[src/rtl/if_fetch_queue.sv]
// Instruction-fetch stage: owns the PC, reads a 1-cycle sync IRAM, and buffers {pc,inst} in a queue for ID.
// Optional IF_PERF_CNT_EN adds fetch and bubble performance counters.
module if_fetch_queue #(
  parameter int          IRAM_AW  = 12,
  parameter int          QDEPTH   = 4,
  parameter logic [29:0] RESET_PC = 30'h0
) (
  input  logic               clk,
  input  logic               rst_n,
  input  logic               cpu_start,
  input  logic [29:0]        start_adr,
  input  logic               trap_ex,
  input  logic [29:0]        csr_mtvec_ex,
  input  logic               jmp_condition_ex,
  input  logic [29:0]        jmp_adr_ex,
  input  logic               cmd_mret_ex,
  input  logic [29:0]        csr_mepc_ex,
  input  logic               cmd_sret_ex,
  input  logic [29:0]        csr_sepc_ex,
  input  logic               cmd_uret_ex,
  output logic               iram_ren,
  output logic [IRAM_AW-1:0] iram_radr,
  input  logic [31:0]        iram_rdata,
  input  logic               i_read_sel,
  output logic               inst_valid_id,
  input  logic               inst_ready_id,
  output logic [31:0]        inst_id,
  output logic [29:0]        pc_id,
  output logic               post_jump_cmd_cond,
`ifdef IF_PERF_CNT_EN
  output logic [31:0]        perf_fetch_cnt,
  output logic [31:0]        perf_bubble_cnt,
`endif
  output logic [31:0]        pc_data
);
  localparam int PW = $clog2(QDEPTH);

  // Handshake: an entry moves to ID in any cycle where inst_valid_id and inst_ready_id are both high;
  // inst_id/pc_id are held stable while valid and not ready.
  logic [29:0]   pc_if_q, pc_if_d;
  logic          running_q, running_d;
  logic          inflight_q;
  logic [29:0]   inflight_pc_q;
  logic          post_trap_q;
  logic          post_jump_q;
  logic [PW:0]   count_q, count_d;
  logic [PW-1:0] wr_ptr_q, wr_ptr_d, rd_ptr_q, rd_ptr_d;
  logic [29:0]   mem_pc_q   [QDEPTH];
  logic [31:0]   mem_inst_q [QDEPTH];

  logic          ret_jmp;
  logic          redirect;
  logic [29:0]   target;
  logic [PW+1:0] occupancy;
  logic          issue, push, pop;

  always_comb begin
    ret_jmp  = (cmd_mret_ex | cmd_sret_ex | cmd_uret_ex | jmp_condition_ex) & ~post_trap_q;
    redirect = cpu_start | trap_ex | ret_jmp;
    target   = jmp_adr_ex;
    if (cpu_start)                       target = start_adr;
    else if (trap_ex)                    target = csr_mtvec_ex;
    else if (cmd_mret_ex & ~post_trap_q) target = csr_mepc_ex;
    else if (cmd_sret_ex & ~post_trap_q) target = csr_sepc_ex;
    occupancy = {1'b0, count_q} + {{(PW+1){1'b0}}, inflight_q};
    issue     = running_q & ~i_read_sel & ~redirect & (occupancy < (PW+2)'(QDEPTH));
    push      = inflight_q & ~redirect;
    pop       = (count_q != '0) & inst_ready_id;
  end

  always_comb begin
    running_d = running_q | cpu_start;
    pc_if_d   = pc_if_q;
    count_d   = count_q;
    wr_ptr_d  = wr_ptr_q;
    rd_ptr_d  = rd_ptr_q;
    if (redirect) begin
      // A flush drops every queued entry and the returning read in one step.
      pc_if_d  = target;
      count_d  = '0;
      wr_ptr_d = '0;
      rd_ptr_d = '0;
    end else begin
      if (issue) pc_if_d  = pc_if_q + 30'd1;
      if (push)  wr_ptr_d = wr_ptr_q + 1'b1;
      if (pop)   rd_ptr_d = rd_ptr_q + 1'b1;
      count_d = count_q + {{PW{1'b0}}, push} - {{PW{1'b0}}, pop};
    end
  end

  always_ff @(posedge clk or negedge rst_n) begin
    if (!rst_n) begin
      pc_if_q       <= RESET_PC;
      running_q     <= 1'b0;
      inflight_q    <= 1'b0;
      inflight_pc_q <= '0;
      post_trap_q   <= 1'b0;
      post_jump_q   <= 1'b0;
      count_q       <= '0;
      wr_ptr_q      <= '0;
      rd_ptr_q      <= '0;
      for (int i = 0; i < QDEPTH; i++) begin
        mem_pc_q[i]   <= '0;
        mem_inst_q[i] <= '0;
      end
    end else begin
      pc_if_q     <= pc_if_d;
      running_q   <= running_d;
      inflight_q  <= issue;
      post_trap_q <= trap_ex;
      post_jump_q <= ret_jmp;
      count_q     <= count_d;
      wr_ptr_q    <= wr_ptr_d;
      rd_ptr_q    <= rd_ptr_d;
      if (issue) inflight_pc_q <= pc_if_q;
      if (push) begin
        mem_pc_q[wr_ptr_q]   <= inflight_pc_q;
        mem_inst_q[wr_ptr_q] <= iram_rdata;
      end
    end
  end

`ifdef IF_PERF_CNT_EN
  logic [31:0] fetch_cnt_q, bubble_cnt_q;
  always_ff @(posedge clk or negedge rst_n) begin
    if (!rst_n) begin
      fetch_cnt_q  <= '0;
      bubble_cnt_q <= '0;
    end else begin
      if (push)                          fetch_cnt_q  <= fetch_cnt_q + 32'd1;
      if (running_q && count_q == '0)    bubble_cnt_q <= bubble_cnt_q + 32'd1;
    end
  end
  assign perf_fetch_cnt  = fetch_cnt_q;
  assign perf_bubble_cnt = bubble_cnt_q;
`endif

  assign iram_ren           = issue;
  assign iram_radr          = pc_if_q[IRAM_AW-1:0];
  assign inst_valid_id      = (count_q != '0);
  assign inst_id            = mem_inst_q[rd_ptr_q];
  assign pc_id              = mem_pc_q[rd_ptr_q];
  assign post_jump_cmd_cond = post_jump_q;
  assign pc_data            = {pc_if_q, 2'b00};
endmodule

[config.mk]
export PLATFORM = sky130hd
export DESIGN_NAME = if_fetch_queue
export DESIGN_NICKNAME = d
export VERILOG_FILES = /design/src/rtl/if_fetch_queue.sv
export SDC_FILE = /design/constraint.sdc
export NUM_CORES = 1
export LEC_CHECK = 0
export CORE_UTILIZATION = 25
export DETAILED_ROUTE_END_ITERATION = 12
export PLACE_DENSITY = 0.41
export SYNTH_ARGS = -nofsm -noshare
export SYNTH_HDL_FRONTEND = slang
export SYNTH_SLANG_ARGS = --single-unit
[constraint.sdc]
create_clock -name clk -period 3.1 [get_ports clk]
set_clock_uncertainty 0.05 [all_clocks]
set_input_delay 0.31 -clock clk [delete_from_list [all_inputs] [get_ports clk]]
set_output_delay 0.31 -clock clk [all_outputs]
set_load 0.01 [all_outputs]
==> results of run 1 <==
sequential cells by signal (all words and copies together), names as in the netlist:
name                cells
inflight_q              1
mem_pc_q              120
inflight_pc_q          30
rd_ptr_q                2
post_trap_q             1
mem_inst_q            128
running_q               1
wr_ptr_q                2
pc_if_q                30
count_q                 3
post_jump_cmd_cond      1
metrics by stage:
stage / util, % / area [um^2] / total power [mW] / instances / hold slack, ns
after CTS: 34.38 / 21220 / 11.34 / 2329 / 0.3133
after floorplan: - / 15610 / 5.476 / 1139 / -0.03559
final: 34.48 / 21280 / 11.09 / 2334 / 0.3090
after global routing: 34.48 / 21280 / 11.63 / 2334 / 0.3489
after detailed placement: 32.25 / 19900 / 6.634 / 2255 / 0.2905
after global placement: 32.25 / 19900 / 6.617 / 2255 / 0.2835
cell usage after synthesis (6+ instances only):
cell and number:
mux2_1 23, o21ai_0 11, o31ai_1 6, a22oi_1 6, or3_1 6, mux2_2 255
a31oi_1 18, o22a_1 6, nor3_1 6, nor2_1 42, a21oi_1 14, mux4_2 62
buf_2 43, buf_4 20, nand3_1 11, inv_1 17, clkbuf_1 19, mux2i_1 20
dfrtp_1 319, nor4_1 6, a221oi_1 8, nand2_1 45, o21a_1 11, o22ai_1 16
ha_1 8, nand4_1 15
how the worst min path moves through the flow:
stage / end / slack, ns
after floorplan: count_q[0] / -0.04
after global placement: mem_inst_q[85] / 0.28
after detailed placement: mem_inst_q[117] / 0.29
after CTS: mem_inst_q[116] / 0.31
after global routing: mem_inst_q[85] / 0.35
final: mem_inst_q[117] / 0.31
repair_timing:
| item | in CTS | in global routing |
|---|---|---|
| pin swaps | 0 | 0 |
| hold endpoints to repair | 70 | 0 |
| buffers inserted | 0 | 5 |
| hold buffers | 1 | 0 |
| setup endpoints to repair | 1 | 1 |
| gates resized for setup | 3 | 0 |
cells by family after synthesis:
group                      count (synthesis)  synth area share, %
DFF                                      319                51.16
AOI/OAI and AO/OA                        158                7.746
buffers and inverters                    106                3.520
adders and majority gates                  9               0.7698
xor gates and xnor gates                   5               0.2807
other                                      1              0.02403
and+or+nand+nor                          180                6.206
muxes                                    360                30.29
power by group through the flow:
stage                     sequential, mW  combinational [mW]  clock (mW)
final                               4.79                1.73        4.57
after global routing                4.84                1.87        4.92
after CTS                           4.80                1.77        4.77
after detailed placement            4.87                1.77           0
after global placement              4.86                1.76           0
after floorplan                     4.74               0.736           0
final cells by class:
type                    instances  share of cell area (%)
well taps                     837                   4.922
multi-input cells             714                   33.45
clock inverters                13                  0.4822
inverters                      17                  0.2999
repair buffers                374                   17.67
clock buffers                  60                   5.627
flip-flops and latches        319                   37.55
critical path, stage by stage, from the launching register on:
cell	delay, ns
dfrtp_1	0.43
ha_1	0.27
or3_1	0.37
o211a_4	0.19
nor2_1	0.15
nand2_1	0.11
inv_2	0.12
dlygate4sd2_1	0.29
routing by layer:
layer,up-vias,global-route usage [%]
met3,63,3.693
met4,0,4.641
met2,317,27.26
met1,5566,19.91
met5,-,0
li1,4988,-
==> reports/metrics.csv, run 1 <==
stage,metric,value,unit
synthesis,sequential share of the synthesized area,51.16,%
synthesis,share of the synthesized area in the top cell type,51.16,%
synthesis,Syn Area/Cell,13.71,um^2
routing,DR iter-0 viols,405,
sta,Setup Viol. Count Final,0,
worst_setup_path,r2r startpoint,pc_if_q[7],
synthesis,Synth warnings,0,
worst_setup_path,Worst setup endpoint,iram_ren,
synthesis,Synth Flop Type,dfrtp_1,
worst_setup_path,critical path class,reg2out,
worst_setup_path,R2R setup slack,0.52,ns
power,P_int,8.208,mW
clock_network,Max Root-Sink Buffers,3,
global_routing,first-pass GRT wire length,76.37,mm
routing,met2 wire length,24.53,mm
clock_network,CTS sink cnt,319,
finish,"most common cell after layout, fill and taps aside",dfrtp_1,
power,clock share of power,41.2,%
sta,slew margin rel.,40.32,%
synthesis,Post-Syn Instances,1138,
synthesis,fraction of registers with async set/reset,100.0,%
finish,area of the multi-input gates,0.007117,mm^2
routing,post-DR wirelength/cell,21.42,um
sta,min Tclk post-route,2.829,ns
finish,"commonest non-fill, non-tap cells in the layout","dfrtp_1, clkdlybuf4s50_1, mux2_2, mux4_2, buf_4",
run_status,status,"finished, final reports clean",
worst_setup_path,CP endpoint kind,primary output,
synthesis,synth top area cells,"dfrtp_1, mux2_2, mux4_2, mux2_1, buf_2",
synthesis,cell taking the most area after synthesis,dfrtp_1,
routing,Total Wirelength,50.00,mm
synthesis,Synth Cell Area,0.01560,mm^2
clock_network,"Reg clk slew, reported paths",0.05,ns
worst_setup_path,R2R cell count,5,
global_routing,pin count of the biggest net entering global routing,76,
power,VDD IR max,0.3490,mV
clock_network,worst-skew pair later-pin latency,0.55,ns
global_routing,vias in the first global route,11910,
synthesis,Yosys reg bits,319,
sta,worst-margin pin slew,0.8951,ns
sta,fin crit share,91.25,%
floorplanning,DIE HEIGHT,251.8,um
clock_network,H-tree depth,2,
power,Comb pwr share,15.6,%
floorplanning,core area,0.06171,mm^2
power,Psw,2.880,mW
sta,Pins Over Slew Limit,0,
global_routing,initial antenna violation count,0,
power,power density cells,521.1,mW/mm^2
sta,setup_tns,0,ns
finish,Layout area overhead,36.36,%
worst_setup_path,WP data arrival,2.47,ns
global_routing,total grt overflow,0,
floorplanning,Die Footprint,0.06342,mm^2
routing,residual DRC count,0,
finish,layout cell share with drive strength beyond 1,32.67,%
flow_run,Max Cap Viol,0,
worst_setup_path,Worst Path Max Fanout,6,
global_routing,Tot GR Track Use,15.92,%
placed_design,placed wire-length estimate,35.93,mm
finish,Sequential Area,0.007990,mm^2
routing,vias,10930,
floorplanning,row count,91,
floorplanning,Ports,301,
synthesis,Post-synth EDFFs,0,
power,Leak,9.510,nW
routing,DR top layer,met4,
sta,Final Hold Viols,0,
finish,fill cell count,6153,
power,switching share of power,25.98,%
routing,WL met3,2.865,mm
synthesis,Netlist cell types,79,
placed_design,gpl congestion,0.8394,
routing,Via density,4.685,
clock_network,total CTS buffers,40,
sta,Fmax,353.5,MHz
floorplanning,Die X,251.8,um
placed_design,# port buffers,298,
routing,Routed Antenna Nets,0,
finish,Nets,1667,
power,Seq pwr share,43.2,%
worst_setup_path,CP required,2.74,ns
sta,Worst Slack Setup Final,0.2712,ns
routing,M1 WL,21.51,mm
floorplanning,Initial Util,25.28,%
clock_network,CTS tree,done,
min_path,HP Class,in2async,
sta,setup repair after global routing missed its margin,no,
worst_setup_path,r2r endpoint,pc_if_q[27],
finish,n_diodes,0,
placed_design,pre-CTS setup slack,0.1717,ns
routing,DRT Pass-1 Iters,5,
worst_setup_path,Critical Path Start Type,flop,
worst_setup_path,CP startpoint,count_q[1],
clock_network,CTS root buf,clkbuf_16,
Power figures use the tool's default switching activity.
==> run 2, diff against run 1 <==
--- a/config.mk
+++ b/config.mk
@@ -5,9 +5,10 @@
 export SDC_FILE = /design/constraint.sdc
 export NUM_CORES = 1
 export LEC_CHECK = 0
-export CORE_UTILIZATION = 25
+export CORE_UTILIZATION = 53
 export DETAILED_ROUTE_END_ITERATION = 12
-export PLACE_DENSITY = 0.41
+export GPL_ROUTABILITY_DRIVEN = 0
+export PLACE_DENSITY = 0.78
 export SYNTH_ARGS = -nofsm -noshare
 export SYNTH_HDL_FRONTEND = slang
 export SYNTH_SLANG_ARGS = --single-unit
==> run 2 against run 1 <==
Register-to-register slack better by 0.04 ns. First-iteration DRC count rose by 52%. Die area shrank 52%. Largest cell class unchanged. Hold slack improved by 0.074 ns. Critical path depth shrank 4. Wire length fell by 19%. Sequential share of layout area is 1.7 points higher. Critical path type unchanged. Clock power shrank 11%. Combinational power fell by 3%.
==> reports/metrics.csv, run 2 (synthesized netlist as in run 1, its figures left out) <==
stage,metric,value,unit
worst_setup_path,CP required,2.74,ns
finish,utilization after layout,70.48,%
sta,Final Hold Viols,0,
sta,Worst Slack Setup Final,0.1381,ns
sta,Setup Viol. Count Final,0,
floorplanning,Ports,301,
flow_run,Max Cap Viol,0,
worst_setup_path,R2R cell count,6,
power,Comb pwr share,16.0,%
routing,Routed Antenna Nets,0,
clock_network,CTS root buf,clkbuf_16,
worst_setup_path,Worst Path Max Fanout,22,
sta,Fmax,337.6,MHz
clock_network,CTS sink cnt,319,
routing,vias,11060,
global_routing,Tot GR Track Use,27.83,%
run_status,status,"finished, final reports clean",
floorplanning,Die Footprint,0.03013,mm^2
worst_setup_path,r2r endpoint,pc_if_q[10],
power,VDD IR max,0.3029,mV
finish,largest registers,"mem_inst_q x128, mem_pc_q x120",
global_routing,pin count of the biggest net entering global routing,96,
min_path,HP Class,in2async,
clock_network,CTS tree,done,
global_routing,first-pass GRT wire length,65.76,mm
placed_design,area of placed instances,0.01918,mm^2
routing,Total Wirelength,40.61,mm
power,Seq pwr share,45.3,%
floorplanning,DIE HEIGHT,173.6,um
placed_design,placed wire-length estimate,28.99,mm
power,Psw,2.597,mW
power,P_int,7.931,mW
worst_setup_path,CP startpoint,rd_ptr_q[0],
finish,layout cell share with drive strength beyond 1,31.42,%
global_routing,initial antenna violation count,0,
placed_design,# port buffers,298,
worst_setup_path,Worst setup endpoint,pc_id[8],
global_routing,vias in the first global route,12030,
placed_design,pre-CTS setup slack,0.2151,ns
floorplanning,Initial Util,54.07,%
sta,min Tclk post-route,2.962,ns
routing,residual DRC count,0,
worst_setup_path,R2R setup slack,0.56,ns
routing,DR iter-0 viols,616,
floorplanning,row count,62,
floorplanning,Die X,173.6,um
clock_network,worst-skew pair later-pin latency,0.51,ns
power,Leak,9.317,nW
sta,fin crit share,95.55,%
routing,DRT Pass-1 Iters,6,
routing,Via density,5.995,
finish,"Design Area, Final",0.02034,mm^2
global_routing,total grt overflow,0,
finish,"commonest non-fill, non-tap cells in the layout","dfrtp_1, clkdlybuf4s50_1, mux2_2, mux4_2, nand2_1",
sta,Pins Over Slew Limit,0,
clock_network,"Reg clk slew, reported paths",0.06,ns
sta,worst-margin pin slew,0.8226,ns
sta,slew margin rel.,45.15,%
routing,post-DR wirelength/cell,22.01,um
finish,n_diodes,0,
floorplanning,core area,0.02886,mm^2
clock_network,Max Root-Sink Buffers,3,
worst_setup_path,CP endpoint kind,primary output,
clock_network,total CTS buffers,34,
power,switching share of power,24.67,%
finish,"most common cell after layout, fill and taps aside",dfrtp_1,
clock_network,postcts setup bufs,0,
finish,largest reg by FF count,mem_inst_q,
finish,Layout area overhead,30.34,%
worst_setup_path,Critical Path Start Type,flop,
power,power density cells,517.7,mW/mm^2
sta,setup repair after global routing missed its margin,no,
clock_network,H-tree depth,2,
sta,setup_tns,0,ns
worst_setup_path,critical path class,reg2out,
worst_setup_path,WP data arrival,2.60,ns
worst_setup_path,r2r startpoint,pc_if_q[0],
finish,Largest register FFs,128,
power,Pwr Total,10.53,mW
power,clock share of power,38.7,%
finish,Nets,1641,
==> run 2: worst min path at each step <==
stage | startpoint | end | slack, ns | cells after the start
finish | rst_n | mem_inst_q[122] | 0.38 | 2
global route | start_adr[1] | pc_if_q[1] | 0.42 | 3
CTS | start_adr[22] | pc_if_q[22] | 0.39 | 3
detailed placement | rst_n | mem_inst_q[117] | 0.35 | 1
global placement | rst_n | mem_inst_q[84] | 0.35 | 1
floorplan | rst_n | count_q[0] | -0.04 | 0
==> run 2: per-stage QoR <==
stage          instances  hold WS [ns]
2_1_floorplan       1139      -0.03559
3_3_place_gp        1787        0.3497
3_5_place_dp        1787        0.3545
4_1_cts             1845        0.3850
5_1_grt             1845        0.4183
6_report            1845        0.3826
==> run 2: power by group through the flow <==
stage / clock [mW] / combinational, mW / sequential, mW
after floorplan: 0 / 0.736 / 4.74
after global placement: 0 / 1.66 / 4.81
after detailed placement: 0 / 1.69 / 4.84
after CTS: 4.16 / 1.70 / 4.76
after global routing: 4.32 / 1.80 / 4.81
final: 4.08 / 1.68 / 4.77
==> run 2: layer usage <==
layer / wire, um / vias up / track usage [%]
li1: - / 4922 / -
met1: 16220 / 5638 / 34.43
met2: 20770 / 402 / 48.54
met3: 1919 / 99 / 4.189
met4: 1699 / 0 / 12.21
met5: 0 / - / 0
==> run 2: layout make-up <==
class,count,area (um^2)
Tap cell,384,480.5
Sequential cell,319,7989
Inverter,17,63.81
Clock inverter,7,85.08
Multi-Input combinational cell,714,7124
Clock buffer,50,1045
Fill cell,2075,8519
Timing Repair Buffer,354,3551
==> run 2: what timing repair did <==
action,in CTS,in global routing
hold buffers,1,0
pin swaps,0,0
resized for setup,3,3
setup endpoints to repair,1,1
endpoints found under the hold margin,90,0
==> run 2: critical path, cell delays in order (launching register included) <==
cell	delay [ns]
dfrtp_4	0.70
buf_12	0.29
mux4_2	0.53
clkdlybuf4s50_1	0.56
==> run 3, diff against run 2 <==
--- a/config.mk
+++ b/config.mk
@@ -9,6 +9,7 @@
 export DETAILED_ROUTE_END_ITERATION = 12
 export GPL_ROUTABILITY_DRIVEN = 0
 export PLACE_DENSITY = 0.78
+export REMOVE_ABC_BUFFERS = 1
 export SYNTH_ARGS = -nofsm -noshare
 export SYNTH_HDL_FRONTEND = slang
 export SYNTH_SLANG_ARGS = --single-unit
==> run 3 against run 2 <==
Fmax is 1.4% lower. Flip-flop and latch count stayed put. Cell area down 0.84%. Utilization fell by 0.59 points. Clock power decreased by 6.9%. Sequential share of layout area is 0.34 points higher. Critical path type unchanged. Wire length increased by 6.1%. Final cell count down 0.65%. Combinational power is essentially flat. Total power shrank 2.9%.
==> reports/metrics.csv, run 3 (synthesized netlist as in run 1, its figures left out) <==
stage,metric,value,unit
routing,post-DR wirelength/cell,23.52,um
clock_network,postcts setup bufs,0,
global_routing,pin count of the biggest net entering global routing,99,
worst_setup_path,WP buf/inv,2,
finish,largest reg by FF count,mem_inst_q,
worst_setup_path,Worst Path Max Fanout,6,
routing,DR iter-0 viols,813,
worst_setup_path,kind of cell adding the most delay to the critical path,buffers and inverters,
finish,"commonest non-fill, non-tap cells in the layout","dfrtp_1, clkdlybuf4s50_1, mux2_2, mux4_2, nand2_1",
floorplanning,core area,0.02886,mm^2
routing,vias,11170,
worst_setup_path,R2R cell count,6,
min_path,HP Class,in2reg,
run_status,status,"finished, final reports clean",
clock_network,total CTS buffers,34,
global_routing,total grt overflow,0,
sta,Worst Slack Setup Final,0.09705,ns
sta,setup repair after global routing missed its margin,no,
placed_design,# port buffers,298,
clock_network,H-tree depth,2,
finish,Layout area overhead,29.25,%
floorplanning,Initial Util,54.07,%
floorplanning,row count,62,
sta,hold slack final,0.2582,ns
routing,Via density,6.093,
floorplanning,Die X,173.6,um
routing,DRT Pass-1 Iters,5,
worst_setup_path,R2R setup slack,0.53,ns
clock_network,CTS sink cnt,319,
finish,largest registers,"mem_inst_q x128, mem_pc_q x120",
routing,Routed Antenna Nets,0,
clock_network,CTS tree,done,
worst_setup_path,crit-path cells,ha_1 -> or3_1 -> o211a_4 -> nor2_2 -> nand2_2 -> inv_1 -> clkdlybuf4s50_1,
finish,fill cell count,2058,
global_routing,vias in the first global route,11500,
flow_run,Max Cap Viol,0,
floorplanning,Ports,301,
placed_design,area of placed instances,0.01913,mm^2
worst_setup_path,CP max stage cell,clkdlybuf4s50_1,
worst_setup_path,Critical Path Start Type,flop,
routing,residual DRC count,0,
sta,Fmax,333.0,MHz
global_routing,first-pass GRT wire length,67.10,mm
finish,"most common cell after layout, fill and taps aside",dfrtp_1,
finish,Sequential Area,0.007990,mm^2
sta,Setup Viol. Count Final,0,
finish,n_diodes,0,
sta,fin crit share,96.87,%
floorplanning,Die Footprint,0.03013,mm^2
sta,setup_tns,0,ns
sta,worst-margin pin slew,0.9547,ns
worst_setup_path,WP data arrival,2.64,ns
floorplanning,DIE HEIGHT,173.6,um
power,Leak,9.203,nW
clock_network,worst-skew pair later-pin latency,0.51,ns
worst_setup_path,CP peak stage delay,0.56,ns
placed_design,pre-CTS setup slack,0.1879,ns
finish,Nets,1632,
finish,"Design Area, Final",0.02017,mm^2
finish,layout cell share with drive strength beyond 1,30.50,%
routing,Total Wirelength,43.10,mm
global_routing,Tot GR Track Use,29.15,%
worst_setup_path,r2r endpoint,pc_if_q[2],
finish,post-route insts no fill,1833,
finish,Largest register FFs,128,
clock_network,CTS root buf,clkbuf_16,
worst_setup_path,r2r startpoint,count_q[1],
sta,slew margin rel.,36.36,%
sta,Pins Over Slew Limit,0,
power,power density cells,506.8,mW/mm^2
sta,Final Hold Viols,0,
sta,min Tclk post-route,3.003,ns
clock_network,Max Root-Sink Buffers,3,
clock_network,"Reg clk slew, reported paths",0.06,ns
worst_setup_path,cell count along the critical path,7,
finish,area of the multi-input gates,0.007124,mm^2
worst_setup_path,CP required,2.74,ns
worst_setup_path,CP endpoint kind,primary output,
min_path,Hold Path End,post_trap_q,
placed_design,placed insts,1778,
worst_setup_path,critical path class,reg2out,
placed_design,placed wire-length estimate,29.98,mm
global_routing,initial antenna violation count,0,
min_path,min-delay src,trap_ex,
power,VDD IR max,0.3597,mV
min_path,hold path depth,2,
-- run 3: worst max-delay path by stage --
stage                            from  slack [ns]    endpoint
after global routing       count_q[1]        0.01    iram_ren
after detailed placement  cmd_mret_ex        0.19  pc_if_q[3]
after floorplan           rd_ptr_q[0]       -0.47  inst_id[0]
final                      count_q[1]         0.1    iram_ren
after CTS                  count_q[1]        0.05    iram_ren
after global placement    cmd_mret_ex        0.29  pc_if_q[3]
-- run 3: what timing repair did --
action	4_1_cts	5_1_grt
gates resized for setup	0	2
hold buffers	1	0
setup endpoints to repair	0	1
hold endpoints to repair	92	0
-- run 3: final cells by class --
cell class / instances / share of cell area, %
Clock buffer: 50 / 4.820
Clock inverter: 4 / 0.2420
Inverter: 17 / 0.3164
Multi-Input combinational cell: 714 / 35.32
Sequential cell: 319 / 39.62
Tap cell: 384 / 2.382
Timing Repair Buffer: 345 / 17.30
-- run 3: per-stage QoR --
stage / utilization, % / power, mW
after floorplan: - / 5.417
after global placement: 66.28 / 6.446
after detailed placement: 66.28 / 6.492
after CTS: 69.85 / 10.29
after global routing: 69.89 / 10.63
final: 69.89 / 10.22
-- run 3: power breakdown --
part           internal, mW  switching, mW  leakage, nW
clock network          2.24           1.56        0.500
logic                 0.979          0.678         4.39
registers              4.45          0.317         4.32
-- run 3: per-layer routing --
layer  vias to the layer above  share of wire [%]  track usage (%)
li1                       4886                  -                -
met2                       500                 49            48.41
met1                      5701                 41            39.80
met3                        81                6.8            4.496
met4                         0                2.8            8.882
met5                         -                  0                0
-- run 3: worst register-to-register path, cell delays in order, from the launching register on --
cell and delay (ns):
dfrtp_1 0.44, ha_1 0.28, or3_1 0.38, o211a_4 0.19, o21ai_2 0.76, o21ai_0 0.21, a21oi_1 0.19
